## src/rtl/mult16_seq.sv

```systemverilog
// Sequential 16x16 unsigned shift-and-add multiplier with a start/busy/done handshake.
// Each RUN cycle performs one add-and-shift through a single 16-bit ripple adder.

module fulladder16 (
  input  logic [15:0] a,
  input  logic [15:0] b,
  output logic [15:0] s,
  output logic        cout
);
  logic [16:0] c;

  assign c[0] = 1'b0;

  for (genvar i = 0; i < 16; i++) begin : g_bit
    assign s[i]   = a[i] ^ b[i] ^ c[i];
    assign c[i+1] = (a[i] & b[i]) | (c[i] & (a[i] ^ b[i]));
  end

  assign cout = c[16];
endmodule

module mult16_seq (
  input  logic        clk,
  input  logic        rst_n,
  input  logic        start,
  input  logic [15:0] a,
  input  logic [15:0] b,
  output logic        busy,
  output logic        done,
  output logic [31:0] product
);
  typedef enum logic [1:0] {
    IDLE = 2'd0,
    RUN  = 2'd1,
    DONE = 2'd2
  } state_t;

  state_t      state, state_nxt;
  logic [15:0] mcand;
  logic [15:0] acc_hi;
  logic [15:0] acc_lo;
  logic [3:0]  cnt;
  logic [15:0] addend;
  logic [15:0] sum;
  logic        cout;
  logic [31:0] acc_nxt;

  assign addend = acc_lo[0] ? mcand : 16'h0;

  fulladder16 u_add (
    .a    (acc_hi),
    .b    (addend),
    .s    (sum),
    .cout (cout)
  );

  // The adder's carry becomes the new top bit, so the 33-bit partial sum survives the shift.
  assign acc_nxt = {cout, sum, acc_lo[15:1]};

  // NOTE: sequential state uses non-blocking assignments so every register samples pre-edge values.
  always_ff @(posedge clk or negedge rst_n) begin
    if (!rst_n) begin
      state <= IDLE;
    end else begin
      state <= state_nxt;
    end
  end

  // NOTE: every output of this block gets a default first, so no path can infer a latch.
  always_comb begin
    state_nxt = state;
    busy      = 1'b0;
    done      = 1'b0;
    case (state)
      IDLE: begin
        if (start) state_nxt = RUN;
      end
      RUN: begin
        busy = 1'b1;
        if (cnt == 4'd15) state_nxt = DONE;
      end
      DONE: begin
        done      = 1'b1;
        state_nxt = IDLE;
      end
      default: state_nxt = IDLE;
    endcase
  end

  always_ff @(posedge clk or negedge rst_n) begin
    if (!rst_n) begin
      mcand   <= 16'h0;
      acc_hi  <= 16'h0;
      acc_lo  <= 16'h0;
      cnt     <= 4'd0;
      product <= 32'h0;
    end else begin
      case (state)
        IDLE: begin
          if (start) begin
            mcand  <= a;
            acc_hi <= 16'h0;
            acc_lo <= b;
            cnt    <= 4'd0;
          end
        end
        RUN: begin
          {acc_hi, acc_lo} <= acc_nxt;
          cnt              <= cnt + 4'd1;
          if (cnt == 4'd15) product <= acc_nxt;
        end
        default: ;
      endcase
    end
  end
endmodule

```

## config.mk

```make
export PLATFORM = sky130hd
export DESIGN_NAME = mult16_seq
export DESIGN_NICKNAME = d
export VERILOG_FILES = /design/src/rtl/mult16_seq.sv
export SDC_FILE = /design/constraint.sdc
export NUM_CORES = 1
export LEC_CHECK = 0
export BUFFER_PORTS_ARGS = -buffer_cell sky130_fd_sc_hd__buf_2
export CAP_MARGIN = 20
export CORE_MARGIN = 10
export CORE_UTILIZATION = 40
export DETAILED_ROUTE_END_ITERATION = 7
export HOLD_SLACK_MARGIN = 0.15
export SYNTH_ARGS = -nofsm -noshare
export SYNTH_HDL_FRONTEND = slang
export SYNTH_SLANG_ARGS = --single-unit
export TNS_END_PERCENT = 10
```

## constraint.sdc

```tcl
create_clock -name clk -period 14.2 [get_ports clk]
set_input_delay 1.42 -clock clk [delete_from_list [all_inputs] [get_ports clk]]
set_output_delay 1.42 -clock clk [all_outputs]
set_load 0.03 [all_outputs]
```

==> metrics.md, run 1 <==
| Metric | Value |
|---|---|
| Gpl congestion | `0.8358` |
| Final period util | `45.22%` |
| Layout cell share with drive strength beyond 1 | `32.49%` |
| Net Count, Synth | `roughly 380` |
| Most common cell after layout, fill and taps aside | `dfrtp_1` |
| Reg-to-reg setup timing slack | `7780 ps` |
| Synth Register Bits | `86` |
| Std-Cell Rows | `36` |
| Synth Warn # | `0` |
| Overflow left after global routing | `0` |
| I/O Pins | `69` |
| Synth unique cells | `29` |
| Total die area | `between 10000 and 15000 µm²` |
| Vias | `2658` |
| Die Wd | `approximately 120 µm` |
| FF-to-FF Start | `acc_lo[0]` |
| Worst hold slack | `487.4 ps` |
| Max_cap viols | `0` |
| Root buffer cell | `clkbuf_8` |
| Crit end category | `flop` |
| Hold Path End | `acc_hi[7]` |
| Vias in the first global route | `roughly 2800` |
| Cell area power density | `220.3 nW/µm²` |
| Clock Skew | `7.994 ps` |
| Wire length per cell | `16.96 µm` |
| Place WS | `between 7000 and 8000 ps` |
| Setup WS post-layout | `7779 ps` |
| Final setup fails | `0` |
| Min-Delay Path Depth | `2` |
| CTS H-tree depth | `3` |
| IO Port Bufs | `68` |
| Initial Util | `a little over 40%` |
| CTS tree | `done` |
| Startpoint types | `flop` |
| CP arrival | `6610 ps` |
| Actual transition at the worst max-transition pin | `983.7 ps` |
| Routed WL | `8938 µm` |
| Total CTS buffers | `9` |
| Core area | `9729 µm²` |
| Reg-to-reg critical path endpoint | `product[30]` |
| R2R cell count | `25` |
| Final Hold Vio Count | `0` |
| DRC viols | `0` |
| Avg Cell Area, Syn | `around 12 µm²` |
| Non-Filler Instances | `527` |
| Worst slew margin relative to its limit | `34.42%` |
| Fin nets | `441` |
| Global-route wire length before repair | `approximately 15000 µm` |
| Total leakage power | `between 2 and 2.5 nW` |
| Post-detail-place hpwl | `5972 µm` |
| Antenna violations before repair | `0` |
| Maximum clock frequency | `between 150 and 200 MHz` |
| Post-synthesis instance area | `3981 µm²` |
| WP data required | `14390 ps` |
| Setup CP Type | `flop to flop` |
| Largest net degree at the start of global routing | `between 80 and 90` |
| RSZ-0062 raised after global routing | `false` |
| Antenna viol nets, final | `0` |
| Resized Gates After CTS | `0` |
| Crit-path max FO | `18` |
| # diodes | `0` |
| DR iter-0 viols | `122` |
| P&R area growth vs syn | `17.25%` |
| Peak VDD IR | `0.09172 mV` |
| Status | `completed` |
| Drt pass-1 iters | `4` |
| Fin. max-slew vios | `0` |
| Placed Cells | `510` |
| Fin crit period | `~6400 ps` |
| Vias per cell | `approximately 5` |
| Register area share after synthesis | `54.05%` |
| CTS sink count | `86` |
| Chip Height | `about 120 µm` |
| Setup TNS | `0 ps` |
| Hold Buf Count CTS | `0` |
| Filler cells | `roughly 930` |
| GR Util All Layers | `12.77%` |
| Post-CTS setup buffer count | `0` |
| Maximum clock path buffer count | `2` |
| Hold_sp | `acc_hi[7]` |
| Hold Crit Class | `flop to flop` |
| Mapped Cells | `roughly 330` |
| Reg clk slew, reported paths | `approximately 80 ps` |
| Most frequent cells in the layout | `dfrtp_1, buf_2, o21ai_0, nand2_1, mux2_2` |
| Skew-Pair Late Insertion Delay | `350 ps` |
critical path: stages, from the launching register on:
cell and delay (ps):
dfrtp_1 670, and2_1 210, ha_1 140, inv_1 50
fa_1 370, fa_1 380, fa_1 370, inv_1 70
fa_1 170, fa_1 190, fa_1 170, inv_1 60
fa_1 380, fa_1 380, fa_1 380, fa_1 390
fa_1 380, inv_1 90, fa_1 160, inv_1 50
fa_1 340, inv_1 80, fa_1 170, inv_1 50
fa_1 480, o21ai_0 80
Yosys cell counts:
library cell	n	share of area, %
nand2b_4	1	0.35
nand2_1	23	2.2
buf_2	4	0.50
fa_1	15	7.5
nand4_1	1	0.16
and2_1	6	0.94
ha_1	2	0.63
nor3b_4	1	0.47
nor2b_1	18	2.8
clkbuf_1	11	1.0
or2_1	1	0.16
buf_6	3	0.85
o21bai_2	1	0.28
a21o_1	1	0.19
inv_1	18	1.7
a22oi_1	16	3.0
nand3_1	1	0.13
dfrtp_1	86	54
a21oi_1	16	2.0
buf_4	1	0.19
mux2_4	18	6.8
o21ai_0	52	6.5
mux2i_1	1	0.25
a22o_1	6	1.3
clkinv_1	1	0.094
nor3b_1	1	0.19
mux2_2	19	5.4
nand2b_1	1	0.16
buf_1	1	0.094
worst max-delay path by stage:
stage                   start          end  slack, ps  cells past startpoint
floorplan           acc_lo[0]  product[30]       8290                     24
global placement    acc_lo[0]  product[30]       7930                     25
detailed placement  acc_lo[0]  product[30]       7780                     25
CTS                 acc_lo[0]  product[30]       7770                     25
global route        acc_lo[0]  product[30]       7460                     25
finish              acc_lo[0]  product[30]       7780                     25
routing by layer:
layer | up-vias | wire length [µm] | track usage (%)
li1 | 1240 | - | -
met2 | 91 | 4048 | 19.50
met4 | 0 | 127 | 3.997
met5 | - | 0 | 0
met3 | 10 | 498 | 3.704
met1 | 1317 | 4264 | 17.13
stage by stage:
stage | instance area (µm²) | util [%] | total power, W
after floorplan | 3981 | - | 0.0007092
after CTS | 4641 | 47.70 | 0.001040
after detailed placement | 4407 | 45.29 | 0.0008386
after global routing | 4668 | 47.98 | 0.001105
final | 4668 | 47.98 | 0.001029
after global placement | 4399 | 45.22 | 0.0008268
logic make-up after synthesis:
family | after synthesis | synth area share [%]
flip-flops | 86 | 54.05
adder cells (fa/ha/maj) | 17 | 8.171
AND/OR/NAND/NOR | 54 | 7.543
multiplexers | 38 | 12.41
buffers and inverters | 39 | 4.462
AO/OA/AOI/OAI | 92 | 13.36
power breakdown:
group,internal [W],switching [W]
clock network,0.000113,0.0000849
registers,0.000351,0.0000800
logic,0.000174,0.000225
total,0.000639,0.000390
flip-flops by register name (all words and copies together), names as in the netlist:
name     cells
acc_hi      16
state        2
product     32
cnt          4
mcand       16
acc_lo      16
final cells by class:
type | instances | area [µm²] | share of cell area, %
Clock buffer | 13 | 168.9 | 3.618
Timing Repair Buffer | 72 | 392.9 | 8.416
Multi-Input combinational cell | 201 | 1652 | 35.38
Sequential cell | 86 | 2152 | 46.10
Inverter | 19 | 71.32 | 1.528
Clock inverter | 3 | 65.06 | 1.394
Tap cell | 133 | 166.4 | 3.565
(Power assumes the default switching activity.)
==> run 2, diff against run 1 <==
==> constraint.sdc (replaced) <==
create_clock -name clk -period 6.66 [get_ports clk]
set_input_delay 0.666 -clock clk [delete_from_list [all_inputs] [get_ports clk]]
set_output_delay 0.666 -clock clk [all_outputs]
set_load 0.03 [all_outputs]
==> run 2 against run 1 <==
Via count fell by 0.53%. Hold slack lost 250 ps. Maximum frequency is 5.7% higher. Flip-flop and latch count stayed put. Non-clock buffer count is the same. Setup slack worse by 7200 ps. Cell area fell by 0.19%. Critical path type unchanged.
==> metrics.md, run 2 (synthesized netlist as in run 1, its figures left out) <==
| Metric | Value |
|---|---|
| Cell Chain, Critical Path | `buf_4 > nand2_1 > fa_1 > fa_1 > fa_1 > inv_1 > fa_1 > fa_1 > fa_1 > inv_1 > fa_1 > fa_1 > fa_1 > fa_1 > fa_1 > inv_1 > fa_1 > inv_1 > fa_1 > inv_1 > fa_1 > inv_1 > fa_1 > o21ai_0` |
| Gpl congestion | `0.8262 (-1.1%)` |
| Status | `completed` |
| Maximum clock path buffer count | `2 (unchanged)` |
| Largest Register | `product` |
| Largest net degree at the start of global routing | `87 (unchanged)` |
| Layout cell share with drive strength beyond 1 | `32.57% (+0.083 points)` |
| Resized Gates After CTS | `0 (unchanged)` |
| Core area | `9729 µm² (unchanged)` |
| R2R cell count | `24 (-4.0%)` |
| Vias per cell | `5.027 (-0.34%)` |
| FF-to-FF Start | `acc_lo[0]` |
| CP top delay family | `adder cells` |
| Setup CP Type | `flop to flop` |
| Total die area | `14340 µm² (unchanged)` |
| Cell area power density | `467.1 nW/µm² (+110%)` |
| Initial Util | `40.92% (unchanged)` |
| I/O Pins | `69 (unchanged)` |
| Actual transition at the worst max-transition pin | `960.4 ps (-23.29 ps)` |
| Reg-to-reg setup timing slack | `590 ps (-7190 ps)` |
| Post-CTS setup buffer count | `0 (unchanged)` |
| Overflow left after global routing | `0 (unchanged)` |
| Vias | `2644 (-0.53%)` |
| Final period util | `91.21% (+46 points)` |
| Hold Crit Class | `input pin to async pin` |
| Most frequent cells in the layout | `dfrtp_1, buf_2, o21ai_0, nand2_1, mux2_2` |
| Total CTS buffers | `9 (unchanged)` |
| Chip Height | `119.8 µm (unchanged)` |
| IO Port Bufs | `68 (unchanged)` |
| Peak VDD IR | `0.2092 mV (+130%)` |
| Fin. max-slew vios | `0 (unchanged)` |
| Antenna viol nets, final | `0 (unchanged)` |
| DRC viols | `0 (unchanged)` |
| Clock Skew | `10.26 ps (+2.262 ps)` |
| # diodes | `0 (unchanged)` |
| Total Power | `0.002176 W (+110%)` |
| Global-route wire length before repair | `15330 µm (+3.0%)` |
| Post-detail-place hpwl | `5976 µm (about the same)` |
| Drt pass-1 iters | `4 (unchanged)` |
| Final setup fails | `0 (unchanged)` |
| GR Util All Layers | `13.15% (+0.39 points)` |
| CTS tree | `done` |
| Reg clk slew, reported paths | `90 ps (about the same)` |
| Fin nets | `441 (unchanged)` |
| Placed instance area | `4410 µm² (about the same)` |
| WP data required | `6930 ps (-7460 ps)` |
| Antenna violations before repair | `0 (unchanged)` |
| Routed WL | `8896 µm (-0.47%)` |
| Maximum clock frequency | `164.6 MHz (+5.7%)` |
| P&R area growth vs syn | `17.03%` |
| RSZ-0062 raised after global routing | `false` |
| CP arrival | `6340 ps (-270 ps)` |
| CTS H-tree depth | `3 (unchanged)` |
| DR iter-0 viols | `106 (-13%)` |
| Root buffer cell | `clkbuf_8` |
| CTS sink count | `86 (unchanged)` |
| Std-Cell Rows | `36 (unchanged)` |
| Setup TNS | `0 ps (unchanged)` |
| Worst slew margin relative to its limit | `35.97% (+1.6 points)` |
| Fin crit period | `6074 ps (-346.4 ps)` |
| Largest register FFs | `32 (unchanged)` |
| Non-Filler Instances | `526 (-0.19%)` |
| Most common cell after layout, fill and taps aside | `dfrtp_1` |
| Crit-path max FO | `17 (-1)` |
| Crit end category | `flop` |
| Skew-Pair Late Insertion Delay | `360 ps (about the same)` |
| Finished Cell Area | `4659 µm² (-0.19%)` |
| Final Hold Vio Count | `0 (unchanged)` |
| Max stage delay cell, worst path | `fa_1` |
| Vias in the first global route | `2865 (+1.1%)` |
| Reg-to-reg critical path endpoint | `acc_hi[14]` |
| Startpoint types | `flop` |
| Wire length per cell | `16.91 µm (-0.28%)` |
| Die Wd | `119.8 µm (unchanged)` |
| Placed Cells | `510 (unchanged)` |
| Hold Buf Count CTS | `0 (unchanged)` |
| Delay of the slowest critical-path stage | `440 ps (-230 ps)` |
| Total leakage power | `2.242 nW (-0.16%)` |
| Max_cap viols | `0 (unchanged)` |
| CP bufs+invs | `7 (unchanged)` |
| Worst path most repeated cell | `fa_1` |
## run 2: per-layer routing
metal	routed length, µm	vias to the layer above	share of wire, %	GRT usage (%)
met1	4222	1340	47	16.47
li1	-	1232	-	-
met3	477	10	5.4	5.110
met5	0	-	0	0
met4	75	0	0.84	3.092
met2	4120	62	46	21.01
## run 2: worst max-delay path by stage
stage | start | to | slack (ps) | cells after the start
3_3_place_gp | acc_lo[0] | product[30] | 730 | 24
6_report | acc_lo[0] | acc_hi[14] | 590 | 24
2_1_floorplan | acc_lo[0] | product[30] | 750 | 24
3_5_place_dp | acc_lo[0] | acc_hi[14] | 560 | 24
4_1_cts | acc_lo[0] | acc_hi[14] | 550 | 24
5_1_grt | acc_lo[0] | product[30] | 260 | 24
## run 2: worst reg2reg max path, stage by stage (launching register included)
cell,delay (ps)
dfrtp_1,360
buf_4,210
nand2_1,100
fa_1,420
fa_1,390
fa_1,370
inv_1,80
fa_1,180
fa_1,200
fa_1,180
inv_1,60
fa_1,380
fa_1,390
fa_1,390
fa_1,380
fa_1,360
inv_1,80
fa_1,170
inv_1,50
fa_1,350
inv_1,70
fa_1,160
inv_1,50
fa_1,440
o21ai_0,190
## run 2: area by class of cell
| class | count | area (µm²) |
|---|---|---|
| clock buffers | 11 | 151.4 |
| clock inverters | 4 | 70.07 |
| fillers | 928 | 5070 |
| inverters | 19 | 71.32 |
| multi-input cells | 201 | 1652 |
| flip-flops and latches | 86 | 2152 |
| well taps | 133 | 166.4 |
| repair buffers | 72 | 396.6 |
## run 2: where the power goes
group / total (W) / internal, W / leakage (nW) / switching [W]
logic: 0.000858 / 0.000373 / 1.03 / 0.000485
clock network: 0.000413 / 0.000229 / 0.115 / 0.000184
registers: 0.000906 / 0.000749 / 1.10 / 0.000157
total: 0.00218 / 0.00135 / 2.24 / 0.000826
## run 2: metrics by stage
stage	hold slack [ps]	worst slack [ps]	util [%]
CTS	486.0	552.0	47.61
global route	251.3	258.0	47.89
global placement	461.7	733.7	45.22
finish	241.5	585.7	47.89
detailed placement	473.9	562.8	45.33
floorplan	370.4	745.7	-
